**src/rtl/float32_to_sfrac32_if.sv**
```systemverilog
// Valid/ready stream bundle for the float32 -> Q1.31 converter: float input side and fraction output side.
interface float32_to_sfrac32_if;
   logic        in_valid;
   logic        in_ready;
   logic [31:0] in_data;
   logic        out_valid;
   logic        out_ready;
   logic [31:0] out_data;
   logic        out_ovf;
   logic        out_nan;

   modport slave (
      input  in_valid, in_data, out_ready,
      output in_ready, out_valid, out_data, out_ovf, out_nan
   );

   modport master (
      output in_valid, in_data, out_ready,
      input  in_ready, out_valid, out_data, out_ovf, out_nan
   );
endinterface

```
**src/rtl/float32_to_sfrac32.sv**
```systemverilog
// Three-stage IEEE-754 single to signed Q1.31 converter: classify, barrel-shift denormalise, sign/saturate.
module float32_to_sfrac32 #(
   parameter bit ROUND_NEAREST = 1'b0
) (
   input  logic                 clk,
   input  logic                 rst_n,
   float32_to_sfrac32_if.slave  bus
);
   localparam int unsigned DATA_W = 32;
   localparam int unsigned MANT_W = 24;
   localparam int unsigned EXP_W  = 8;
   localparam int unsigned SH_W   = 8;

   typedef enum logic [2:0] {
      CLS_NORMAL  = 3'd0,
      CLS_ZERO    = 3'd1,
      CLS_OVF     = 3'd2,
      CLS_INF     = 3'd3,
      CLS_NAN     = 3'd4,
      CLS_NEG_ONE = 3'd5
   } cls_e;

   logic en;

   logic [EXP_W-1:0]    in_e_c;
   logic [22:0]         in_m_c;
   logic                in_s_c;
   cls_e                in_cls_c;

   logic                s1_valid;
   logic                s1_sign;
   cls_e                s1_cls;
   logic [MANT_W-1:0]   s1_mant;
   logic signed [SH_W-1:0] s1_sh;

   logic [SH_W-1:0]     neg_c;
   logic [DATA_W-1:0]   lsh_c;
   logic [MANT_W:0]     rsh_c;
   logic [DATA_W-1:0]   mag_c;

   logic                s2_valid;
   logic                s2_sign;
   cls_e                s2_cls;
   logic [DATA_W-1:0]   s2_mag;

   logic [DATA_W-1:0]   res_c;
   logic                ovf_c;
   logic                nan_c;

   // Whole pipeline advances together unless the output word is stalled.
   assign en           = ~bus.out_valid | bus.out_ready;
   assign bus.in_ready = en;

   assign in_s_c = bus.in_data[31];
   assign in_e_c = bus.in_data[30:23];
   assign in_m_c = bus.in_data[22:0];

   always_comb begin
      in_cls_c = CLS_NORMAL;
      if (in_e_c == 8'hFF) begin
         in_cls_c = (in_m_c != 23'd0) ? CLS_NAN : CLS_INF;
      end else if (in_e_c == 8'd0) begin
         in_cls_c = CLS_ZERO;
      end else if (in_e_c >= 8'd127) begin
         in_cls_c = (in_s_c && (in_e_c == 8'd127) && (in_m_c == 23'd0)) ? CLS_NEG_ONE : CLS_OVF;
      end
   end

   always_ff @(posedge clk or negedge rst_n) begin
      if (!rst_n) begin
         s1_valid <= 1'b0;
         s1_sign  <= 1'b0;
         s1_cls   <= CLS_ZERO;
         s1_mant  <= '0;
         s1_sh    <= '0;
      end else if (en) begin
         s1_valid <= bus.in_valid;
         s1_sign  <= in_s_c;
         s1_cls   <= in_cls_c;
         s1_mant  <= {1'b1, in_m_c};
         s1_sh    <= SH_W'(in_e_c - 8'd119);
      end
   end

   // Left shift covers 0..7; right shift keeps one extra LSB as the guard bit.
   assign neg_c = SH_W'(-s1_sh);
   assign lsh_c = {8'd0, s1_mant} << s1_sh[2:0];
   assign rsh_c = {s1_mant, 1'b0} >> neg_c[4:0];

   always_comb begin
      mag_c = '0;
      if (s1_cls == CLS_NORMAL) begin
         if (!s1_sh[SH_W-1]) begin
            mag_c = lsh_c;
         end else if (neg_c < 8'd25) begin
            mag_c = {8'd0, rsh_c[MANT_W:1]} + {31'd0, ROUND_NEAREST & rsh_c[0]};
         end
      end
   end

   always_ff @(posedge clk or negedge rst_n) begin
      if (!rst_n) begin
         s2_valid <= 1'b0;
         s2_sign  <= 1'b0;
         s2_cls   <= CLS_ZERO;
         s2_mag   <= '0;
      end else if (en) begin
         s2_valid <= s1_valid;
         s2_sign  <= s1_sign;
         s2_cls   <= s1_cls;
         s2_mag   <= mag_c;
      end
   end

   always_comb begin
      res_c = '0;
      ovf_c = 1'b0;
      nan_c = 1'b0;
      case (s2_cls)
         CLS_NORMAL:  res_c = s2_sign ? ((~s2_mag) + 32'd1) : s2_mag;
         CLS_OVF,
         CLS_INF: begin
            res_c = s2_sign ? 32'h8000_0000 : 32'h7FFF_FFFF;
            ovf_c = 1'b1;
         end
         CLS_NEG_ONE: res_c = 32'h8000_0000;
         CLS_NAN:     nan_c = 1'b1;
         default:     res_c = '0;
      endcase
   end

   always_ff @(posedge clk or negedge rst_n) begin
      if (!rst_n) begin
         bus.out_valid <= 1'b0;
         bus.out_data  <= '0;
         bus.out_ovf   <= 1'b0;
         bus.out_nan   <= 1'b0;
      end else if (en) begin
         bus.out_valid <= s2_valid;
         bus.out_data  <= res_c;
         bus.out_ovf   <= ovf_c;
         bus.out_nan   <= nan_c;
      end
   end
endmodule
```
**src/flat_wrapper.sv**
```systemverilog
// flat-port wrapper written by rule: the top's interface ports become plain ports
module float32_to_sfrac32_flat 
#(
   parameter bit ROUND_NEAREST = 1'b0
)
  (clk, rst_n, bus_in_valid, bus_in_data, bus_out_ready, bus_in_ready, bus_out_valid, bus_out_data, bus_out_ovf, bus_out_nan);
  float32_to_sfrac32_if bus_i ();
  input  logic clk;
  input  logic rst_n;
  input wire logic [$bits(bus_i.in_valid)-1:0] bus_in_valid;
  input wire logic [$bits(bus_i.in_data)-1:0] bus_in_data;
  input wire logic [$bits(bus_i.out_ready)-1:0] bus_out_ready;
  output wire logic [$bits(bus_i.in_ready)-1:0] bus_in_ready;
  output wire logic [$bits(bus_i.out_valid)-1:0] bus_out_valid;
  output wire logic [$bits(bus_i.out_data)-1:0] bus_out_data;
  output wire logic [$bits(bus_i.out_ovf)-1:0] bus_out_ovf;
  output wire logic [$bits(bus_i.out_nan)-1:0] bus_out_nan;
  assign bus_i.in_valid = bus_in_valid;
  assign bus_i.in_data = bus_in_data;
  assign bus_i.out_ready = bus_out_ready;
  assign bus_in_ready = bus_i.in_ready;
  assign bus_out_valid = bus_i.out_valid;
  assign bus_out_data = bus_i.out_data;
  assign bus_out_ovf = bus_i.out_ovf;
  assign bus_out_nan = bus_i.out_nan;
  float32_to_sfrac32 #(.ROUND_NEAREST(ROUND_NEAREST)) u_core (.clk(clk), .rst_n(rst_n), .bus(bus_i));
endmodule
```
**config.mk**
```make
export PLATFORM = sky130hd
export DESIGN_NAME = float32_to_sfrac32_flat
export DESIGN_NICKNAME = d
export VERILOG_FILES = /design/src/rtl/float32_to_sfrac32_if.sv /design/src/rtl/float32_to_sfrac32.sv /design/src/flat_wrapper.sv
export SDC_FILE = /design/constraint.sdc
export NUM_CORES = 1
export LEC_CHECK = 0
export ABC_CLOCK_PERIOD_IN_PS = 4450
export CORE_MARGIN = 1.5
export CORE_UTILIZATION = 52
export CTS_CLUSTER_DIAMETER = 150
export DETAILED_ROUTE_END_ITERATION = 16
export DONT_BUFFER_PORTS = 1
export GPL_TIMING_DRIVEN = 0
export MAX_ROUTING_LAYER = met4
export PLACE_DENSITY = 0.67
export SYNTH_ARGS = -nofsm -noshare
export SYNTH_HDL_FRONTEND = slang
export SYNTH_SLANG_ARGS = --single-unit
export TNS_END_PERCENT = 1
```
**constraint.sdc**
```tcl
create_clock -name clk -period 4.45 [get_ports clk]
set_clock_uncertainty 0.1 [all_clocks]
set_input_delay 0.89 -clock clk [delete_from_list [all_inputs] [get_ports clk]]
set_output_delay 0.89 -clock clk [all_outputs]
set_load 0.03 [all_outputs]
```
==> out/summary.txt, run 1 <==
top cell type's share of synthesized area = 35.9%
final hold slack = 112 ps
Synth area leaders = dfrtp_1 36%, mux4_2 10%, nand2_1 8.1%
Synth async-reset ratio = 100%
GRT Total Usage = 32.4%
IO Pins = 72
Slew Limit Fails = 0
drt wl/cell = 22.6 microns
Buffers on Ports = 0
Max Cap Viol = 0
Post-synth top cells = 160 x nand2_1, 106 x dfrtp_1, 58 x o21ai_0
Lkg Pwr = 3.38 nW
Vias = 6,426
final hold violations = 0
vias in the first global route = 6,351
most common cell in the netlist = nand2_1
Die Wd = 122 microns
number of synthesized flops with an enable pin = 0
Layout fillers = 1,257
Unique masters post-synth = 59
DP Area = 7610 sq um
Core Region = 13,900 sq um
largest net degree at the start of global routing = 109
cell count after synthesis = 802
Area Growth Syn to Fin = 7.28%
# diodes = 0
Final min period = 4000 ps
Final Wtd Congestion = 1.00
startpoint types = flip-flop
detailed placement HPWL = 17.4 mm
Synth Flop Type = dfrtp_1
CTS buffer count = 9
initial antenna violation count = 0
post-synthesis register bit count = 108
Vias per Instance = 6.45
syn avg cell area = 9.21 sq um
final period utilization = 89.9%
Post-DRT Antenna Nets = 0
DR iter-0 viols = 635
first-pass iteration count of the detailed router = 5
critical path class = reg -> reg
Worst slew margin = 29.6%
crit path max fanout = 25
Slew @ Worst Pin = 1060 ps
clock-pin slew on the worst setup and hold paths = 80 ps
setup violators final = 0
syn_nets = 842
Total Die Area = 14,900 sq um
share of cells above drive strength 1 = 10.9%
Max Fclk = 250 MHz
global-route wire length before repair = 35.4 mm
biggest area consumer among synthesized cells = dfrtp_1
Clock Path Buffers = 2
htree depth = 3
synth warn = 0
die height = 122 microns
DRT Wirelength = 22.5 mm
Nets = 851
cell area after layout = 7930 sq um
CTS tree = done
Sink Count = 108
DRC violations left = 0
register area share after synthesis = 36.6%
WP data required = 4570 ps
Hold WC Path Type = in -> async
synthesized cell area = 7390 sq um
WP data arrival = 4120 ps
RSZ-0062 raised after global routing = no
status = finished clean
hold-fix buffers at CTS = 0
Worst-Skew Late Latency = 370 ps
endpoint class of the critical path = flip-flop
grt total ovfl = 0
pwr dens = 741 nW/um^2
# rows = 43
CTS root buf = clkbuf_16
Max VDD drop = 0.265 mV
initial core utilization = 53.2%
total power = 5.87 mW
[logic make-up after synthesis]
kind of cell / Yosys count / share of synthesized area, %
compound gates: 215 / 19.3
xor+xnor: 39 / 4.62
fa+ha+maj: 4 / 0.677
buf+inv: 80 / 4.30
flops: 108 / 36.6
mux: 91 / 18.2
simple gates: 265 / 16.3
[final cells by class]
| type | instances | area, sq um | area share (%) |
|---|---|---|---|
| multi-input cells | 614 | 4370 | 55.1 |
| flip-flops and latches | 108 | 2710 | 34.1 |
| well taps | 180 | 225 | 2.84 |
| clock inverters | 5 | 85.1 | 1.07 |
| clock buffers | 11 | 233 | 2.94 |
| plain buffers | 58 | 235 | 2.97 |
| inverters | 20 | 75.1 | 0.947 |
[path summary, 6_finish.rpt]
check / startpoint / endpoint / slack, ps / depth (start not counted)
max: u_core.s1_sh[1] / u_core.s2_mag[1] / 450 / 11
min: rst_n / u_core.bus.out_data[30] / 110 / 0
max reg2reg: u_core.s1_sh[1] / u_core.s2_mag[1] / 450 / 11
min reg2reg: u_core.s2_valid / u_core.bus.out_valid / 370 / 1
max in group asynchronous: rst_n / u_core.s1_cls[0] / 3950 / 0
min in group clk: u_core.s2_valid / u_core.bus.out_valid / 370 / 1
[critical path, stage by stage (launching register included)]
cell,delay (ps)
dfrtp_1,320
buf_2,490
inv_1,280
ha_1,430
clkbuf_1,230
buf_2,320
buf_2,350
mux4_2,370
nand2_1,80
a21oi_1,80
a2111oi_1,680
o31ai_1,130
[per-stage QoR]
step	setup TNS [ps]	worst slack (ps)	std cells	util [%]
floorplan	0	960	802	-
global placement	-537	-207	982	54.9
detailed placement	-488	-187	982	54.9
CTS	0	235	997	57.1
global route	0	259	996	57.1
finish	0	451	996	57.1
[what timing repair did]
action                                  in CTS  in global routing
pin swaps                                    0                  0
buffers inserted                             0                  0
endpoints found under the setup margin       5                  1
gates resized for setup                      2                  0
[metal layers]
| metal | vias to the layer above | share of wire (%) | track usage, % |
|---|---|---|---|
| met5 | - | 0 | - |
| met4 | 0 | 3.2 | 13.4 |
| li1 | 2972 | - | - |
| met2 | 269 | 49 | 53.6 |
| met3 | 43 | 6.2 | 5.16 |
| met1 | 3142 | 42 | 39.7 |
[report_power, final]
part	internal (mW)	leakage, nW	switching [mW]
clock	0.499	0.151	0.388
sequential	1.29	1.36	0.612
combinational	1.23	1.87	1.86
total	3.01	3.38	2.86
[sequential cells by signal, indices dropped and copies added (netlist names)]
signal and flops:
u_core.bus.out_data 32, u_core.bus.out_nan 1, u_core.bus.out_ovf 1, u_core.bus.out_valid 1, u_core.s1_cls 3, u_core.s1_mant 24
u_core.s1_sh 8, u_core.s1_sign 1, u_core.s1_valid 1, u_core.s2_cls 3, u_core.s2_mag 31, u_core.s2_sign 1
u_core.s2_valid 1
[cells in the final DEF (no fill, tap or decap), types with 7 or more instances in the layout]
cell and instances:
nor4_1 10, mux4_2 33, a22o_1 11, mux2_2 18, clkbuf_1 42, o41ai_1 7, a221o_1 13, mux2i_1 40
dfrtp_1 106, a21oi_1 57, clkbuf_16 9, xor2_1 27, nand2_1 160, inv_1 19, nand3_1 9, o31ai_1 19
nor2_1 30, nor3_1 12, o21ai_0 58, xnor2_1 12, buf_2 14
Power figures use the tool's default switching activity.
==> run 2: changes to the inputs <==
--- a/config.mk
+++ b/config.mk
@@ -6,6 +6,7 @@
 export NUM_CORES = 1
 export LEC_CHECK = 0
 export ABC_CLOCK_PERIOD_IN_PS = 4450
+export CORE_ASPECT_RATIO = 0.8
 export CORE_MARGIN = 1.5
 export CORE_UTILIZATION = 52
 export CTS_CLUSTER_DIAMETER = 150
@@ -13,7 +14,7 @@
 export DONT_BUFFER_PORTS = 1
 export GPL_TIMING_DRIVEN = 0
 export MAX_ROUTING_LAYER = met4
-export PLACE_DENSITY = 0.67
+export PLACE_DENSITY = 0.68
 export SYNTH_ARGS = -nofsm -noshare
 export SYNTH_HDL_FRONTEND = slang
 export SYNTH_SLANG_ARGS = --single-unit
==> run 2 against run 1 <==
Net effect: die area is essentially flat; non-clock buffer count grew 1; wire length grew 7.8%; power grew 1.1%; hold slack gained 2.9 ps; largest power group unchanged.
==> out/summary.txt, run 2 (same netlist as run 1, synthesis figures left out) <==
global-route wire length before repair = 36.8 mm
Post-CTS Resized = 0
htree depth = 3
fin worst setup slack = 367 ps
startpoint types = flip-flop
Slew @ Worst Pin = 976 ps
pwr dens = 751 nW/um^2
final hold violations = 0
# rows = 38
Worst slew margin = 34.9%
status = finished clean
CTS root buf = clkbuf_16
Lkg Pwr = 3.37 nW
GRT Total Usage = 34.6%
drt wl/cell = 24.3 microns
grt total ovfl = 0
detailed placement HPWL = 18.6 mm
Max VDD drop = 0.421 mV
Clock Path Buffers = 2
WP data required = 4580 ps
biggest regs = u_core.bus.out_data: 32 flops, u_core.s2_mag: 31 flops, u_core.s1_mant: 24 flops
CTS buffer count = 9
Final Wtd Congestion = 1.01
Area Growth Syn to Fin = 6.96%
DR iter-0 viols = 779
# diodes = 0
share of cells above drive strength 1 = 10.9%
commonest cells after routing, fill and taps aside = 160 x nand2_1, 106 x dfrtp_1, 58 x o21ai_0, 57 x a21oi_1, 43 x clkbuf_1
worst slack, placed = 48.4 ps
commonest non-fill, non-tap cell in the layout = nand2_1
setup violators final = 0
Core Region = 13,700 sq um
CTS tree = done
Die Wd = 136 microns
Max Fclk = 245 MHz
WP data arrival = 4210 ps
RSZ-0062 raised after global routing = no
Buffers on Ports = 0
Sink Count = 108
hold-fix buffers at CTS = 0
Non-Filler Instances = 997
clock-pin slew on the worst setup and hold paths = 80 ps
DRC violations left = 0
max reg flops = 32
Hold WC Path Type = in -> async
final setup TNS = 0 ps
die height = 110 microns
initial core utilization = 53.8%
Nets = 852
first-pass iteration count of the detailed router = 5
Slew Limit Fails = 0
Final min period = 4080 ps
Post-CTS Setup Inserts = 0
placed cell count = 982
Finished Core Util = 57.5%
Vias per Instance = 6.69
final period utilization = 91.8%
initial antenna violation count = 0
endpoint class of the critical path = flip-flop
critical path class = reg -> reg
Worst-Skew Late Latency = 360 ps
IO Pins = 72
largest register by flop count = u_core.bus.out_data
Max Cap Viol = 0
Post-DRT Antenna Nets = 0
total power = 5.94 mW
Vias = 6,669
Total Die Area = 14,900 sq um
largest net degree at the start of global routing = 109
DRT Wirelength = 24.2 mm
vias in the first global route = 6,254
crit path max fanout = 16
run 2: cell type report:
cell class | count | area (sq um)
sequential | 108 | 2710
fill | 1254 | 5840
tap | 180 | 225
inverter | 20 | 75.1
clock buffer | 11 | 233
multi-input combinational | 614 | 4370
clock inverter | 5 | 60.1
buffer | 59 | 239
run 2: through the flow:
step / hold WS (ps) / cell area, sq um
after floorplan: 330 / 7390
after global placement: 353 / 7610
after detailed placement: 361 / 7610
after CTS: 104 / 7910
after global routing: 95.7 / 7900
final: 115 / 7900
run 2: final timing paths:
path	startpoint	to	slack [ps]	cells after the start
hold reg to reg	u_core.s2_valid	u_core.s2_valid	380	2
max in group asynchronous	rst_n	u_core.s1_cls[0]	3890	0
hold / removal	rst_n	u_core.bus.out_data[15]	120	0
min in group clk	u_core.s2_valid	u_core.s2_valid	380	2
setup / recovery	u_core.s1_sh[1]	u_core.s2_mag[1]	370	11
setup reg to reg	u_core.s1_sh[1]	u_core.s2_mag[1]	370	11
run 2: per-layer routing:
metal,GRT usage (%),wire [microns],vias to the layer above
met4,8.28,249,0
met2,48.3,10600,309
li1,-,-,2971
met5,-,0,-
met1,50.9,11400,3366
met3,7.70,1930,23
run 2: critical path: stages (launching register included):
cell and delay (ps):
dfrtp_1 320, buf_2 370, clkbuf_1 440, inv_1 250, ha_1 340, clkbuf_1 250
buf_2 340, mux2i_1 490, mux4_2 390, a21oi_1 70, a2111oi_0 470, o31ai_1 110
run 2: power breakdown:
part / total [mW] / switching, mW / internal (mW)
combinational: 3.19 / 1.96 / 1.23
sequential: 1.92 / 0.632 / 1.29
clock: 0.833 / 0.392 / 0.441
==> run 3: changes to the inputs <==
--- a/config.mk
+++ b/config.mk
@@ -5,16 +5,19 @@
 export SDC_FILE = /design/constraint.sdc
 export NUM_CORES = 1
 export LEC_CHECK = 0
-export ABC_CLOCK_PERIOD_IN_PS = 4450
+export ABC_CLOCK_PERIOD_IN_PS = 3500
+export CELL_PAD_IN_SITES_DETAIL_PLACEMENT = 1
+export CELL_PAD_IN_SITES_GLOBAL_PLACEMENT = 2
 export CORE_ASPECT_RATIO = 0.8
 export CORE_MARGIN = 1.5
-export CORE_UTILIZATION = 52
+export CORE_UTILIZATION = 37
 export CTS_CLUSTER_DIAMETER = 150
 export DETAILED_ROUTE_END_ITERATION = 16
 export DONT_BUFFER_PORTS = 1
 export GPL_TIMING_DRIVEN = 0
 export MAX_ROUTING_LAYER = met4
-export PLACE_DENSITY = 0.68
+export PLACE_DENSITY = 0.78
+export SKIP_CTS_REPAIR_TIMING = 1
 export SYNTH_ARGS = -nofsm -noshare
 export SYNTH_HDL_FRONTEND = slang
 export SYNTH_SLANG_ARGS = --single-unit
==> constraint.sdc (replaced) <==
create_clock -name clk -period 3.5 [get_ports clk]
set_clock_uncertainty 0.1 [all_clocks]
set_input_delay 0.7 -clock clk [delete_from_list [all_inputs] [get_ports clk]]
set_output_delay 0.7 -clock clk [all_outputs]
set_load 0.03 [all_outputs]
==> run 3 against run 2 <==
Net effect: power increased by 31%; highest routed layer unchanged; largest power group unchanged; fmax increased by 19%; non-clock buffer count increased by 3; final cell count increased by 8.7%; largest cell class unchanged.
==> out/summary.txt, run 3 (same netlist as run 1, synthesis figures left out) <==
status = finished clean
detailed placement HPWL = 20.7 mm
commonest cells after routing, fill and taps aside = 160 x nand2_1, 106 x dfrtp_1, 58 x o21ai_0, 57 x a21oi_1, 41 x clkbuf_1
startpoint types = flip-flop
setup violators final = 0
max reg flops = 32
metal2 WL = 12.2 mm
vias in the first global route = 6,694
Final Wtd Congestion = 0.963
Worst slew margin = 31.8%
biggest regs = u_core.bus.out_data: 32 flops, u_core.s2_mag: 31 flops, u_core.s1_mant: 24 flops
Buffers on Ports = 0
Max Cap Viol = 0
commonest non-fill, non-tap cell in the layout = nand2_1
final period utilization = 98.3%
clock-pin slew on the worst setup and hold paths = 80 ps
Slew Limit Fails = 0
DR iter-0 viols = 502
Non-Filler Instances = 1,084
Post-DRT Antenna Nets = 0
largest register by flop count = u_core.bus.out_data
WP data required = 3630 ps
Vias = 6,615
Layout fillers = 2,331
WP data arrival = 3570 ps
Final min period = 3440 ps
Nets = 855
die height = 129 microns
DRT Wirelength = 26.9 mm
GRT Total Usage = 26.8%
CTS root buf = clkbuf_16
htree depth = 3
Worst-Skew Late Latency = 360 ps
# diodes = 0
drt wl/cell = 24.8 microns
final hold slack = 72.5 ps
Sink Count = 108
largest net degree at the start of global routing = 109
share of cells above drive strength 1 = 12.9%
critical path class = reg -> reg
RSZ-0062 raised after global routing = yes
Lkg Pwr = 3.41 nW
Max Used Layer = met4
Slew @ Worst Pin = 1020 ps
Hold WC Path Type = in -> async
final hold violations = 0
initial core utilization = 37.5%
global-route wire length before repair = 40.6 mm
Total Die Area = 20,800 sq um
endpoint class of the critical path = flip-flop
Vias per Instance = 6.10
Max Fclk = 291 MHz
first-pass iteration count of the detailed router = 4
crit path max fanout = 10
initial antenna violation count = 0
Clock Path Buffers = 2
DRC violations left = 0
WL met1 = 12.9 mm
Core Region = 19,700 sq um
# rows = 46
Die Wd = 161 microns
placed cell count = 1,066
Area Growth Syn to Fin = 10.5%
IO Pins = 72
Max VDD drop = 0.405 mV
grt total ovfl = 0
CTS tree = done
CTS buffer count = 9
Routed met3 length = 1.47 mm
pwr dens = 955 nW/um^2
## run 3: changes by cell type in the layout (fill, tap and decap cells not counted), moves of 2 or more
cell,delta
mux2i_2,+5
clkbuf_1,-2
a2111oi_0,-3
mux2i_1,-5
a2111oi_2,+3
buf_2,-4
buf_4,+4
clkbuf_4,+2
buf_6,+2
## run 3: final timing paths
kind | startpoint | endpoint | slack, ps | cells after the start
worst max-delay path | u_core.s1_sh[1] | u_core.s2_mag[1] | 60 | 11
worst min-delay path | rst_n | u_core.s1_cls[0] | 70 | 0
worst max register to register | u_core.s1_sh[1] | u_core.s2_mag[1] | 60 | 11
worst min register to register | u_core.s1_valid | u_core.s1_valid | 380 | 2
max in group asynchronous | rst_n | u_core.s1_mant[19] | 2680 | 1
min in group clk | bus_in_data[23] | u_core.s1_sh[0] | 310 | 1
## run 3: cell type report
type	instances	area, sq um	share of cell area [%]
Buffer	59	264	3.23
Clock buffer	11	233	2.85
Clock inverter	5	60.1	0.736
Inverter	20	78.8	0.966
Multi-Input combinational cell	614	4450	54.5
Sequential cell	108	2710	33.1
Tap cell	264	330	4.05
Timing Repair Buffer	3	42.5	0.521
## run 3: critical path, stage by stage (launching register included)
cell and delay [ps]:
dfrtp_1 320, buf_2 210, buf_4 240, clkbuf_4 260, clkinvlp_4 160, ha_4 180, buf_2 200, xor2_4 300
clkbuf_4 310, mux4_2 430, a2111oi_2 490, o31ai_1 110
## run 3: report_power, final
part / leakage, nW / internal, mW / switching (mW)
registers: 1.36 / 1.64 / 0.820
clock network: 0.141 / 0.561 / 0.508
logic: 1.90 / 1.65 / 2.62
## run 3: metrics by stage
step                cell area (sq um)  util [%]  TNS, ps  power [mW]  setup slack (ps)
CTS                              8010      40.7   -20450        7.61             -1330
global placement                 7720      39.2   -19430        6.40             -1210
finish                           8160      41.5        0        7.80              58.0
global route                     8160      41.5     -276        8.27             -61.3
floorplan                        7390         -        0        5.20              9.86
detailed placement               7720      39.2   -19540        6.52             -1260
## run 3: layer usage
layer / vias to the layer above / global-route usage, %
met5: - / -
met4: 0 / 5.94
met3: 23 / 5.09
met2: 199 / 40.3
met1: 3408 / 37.4
li1: 2985 / -
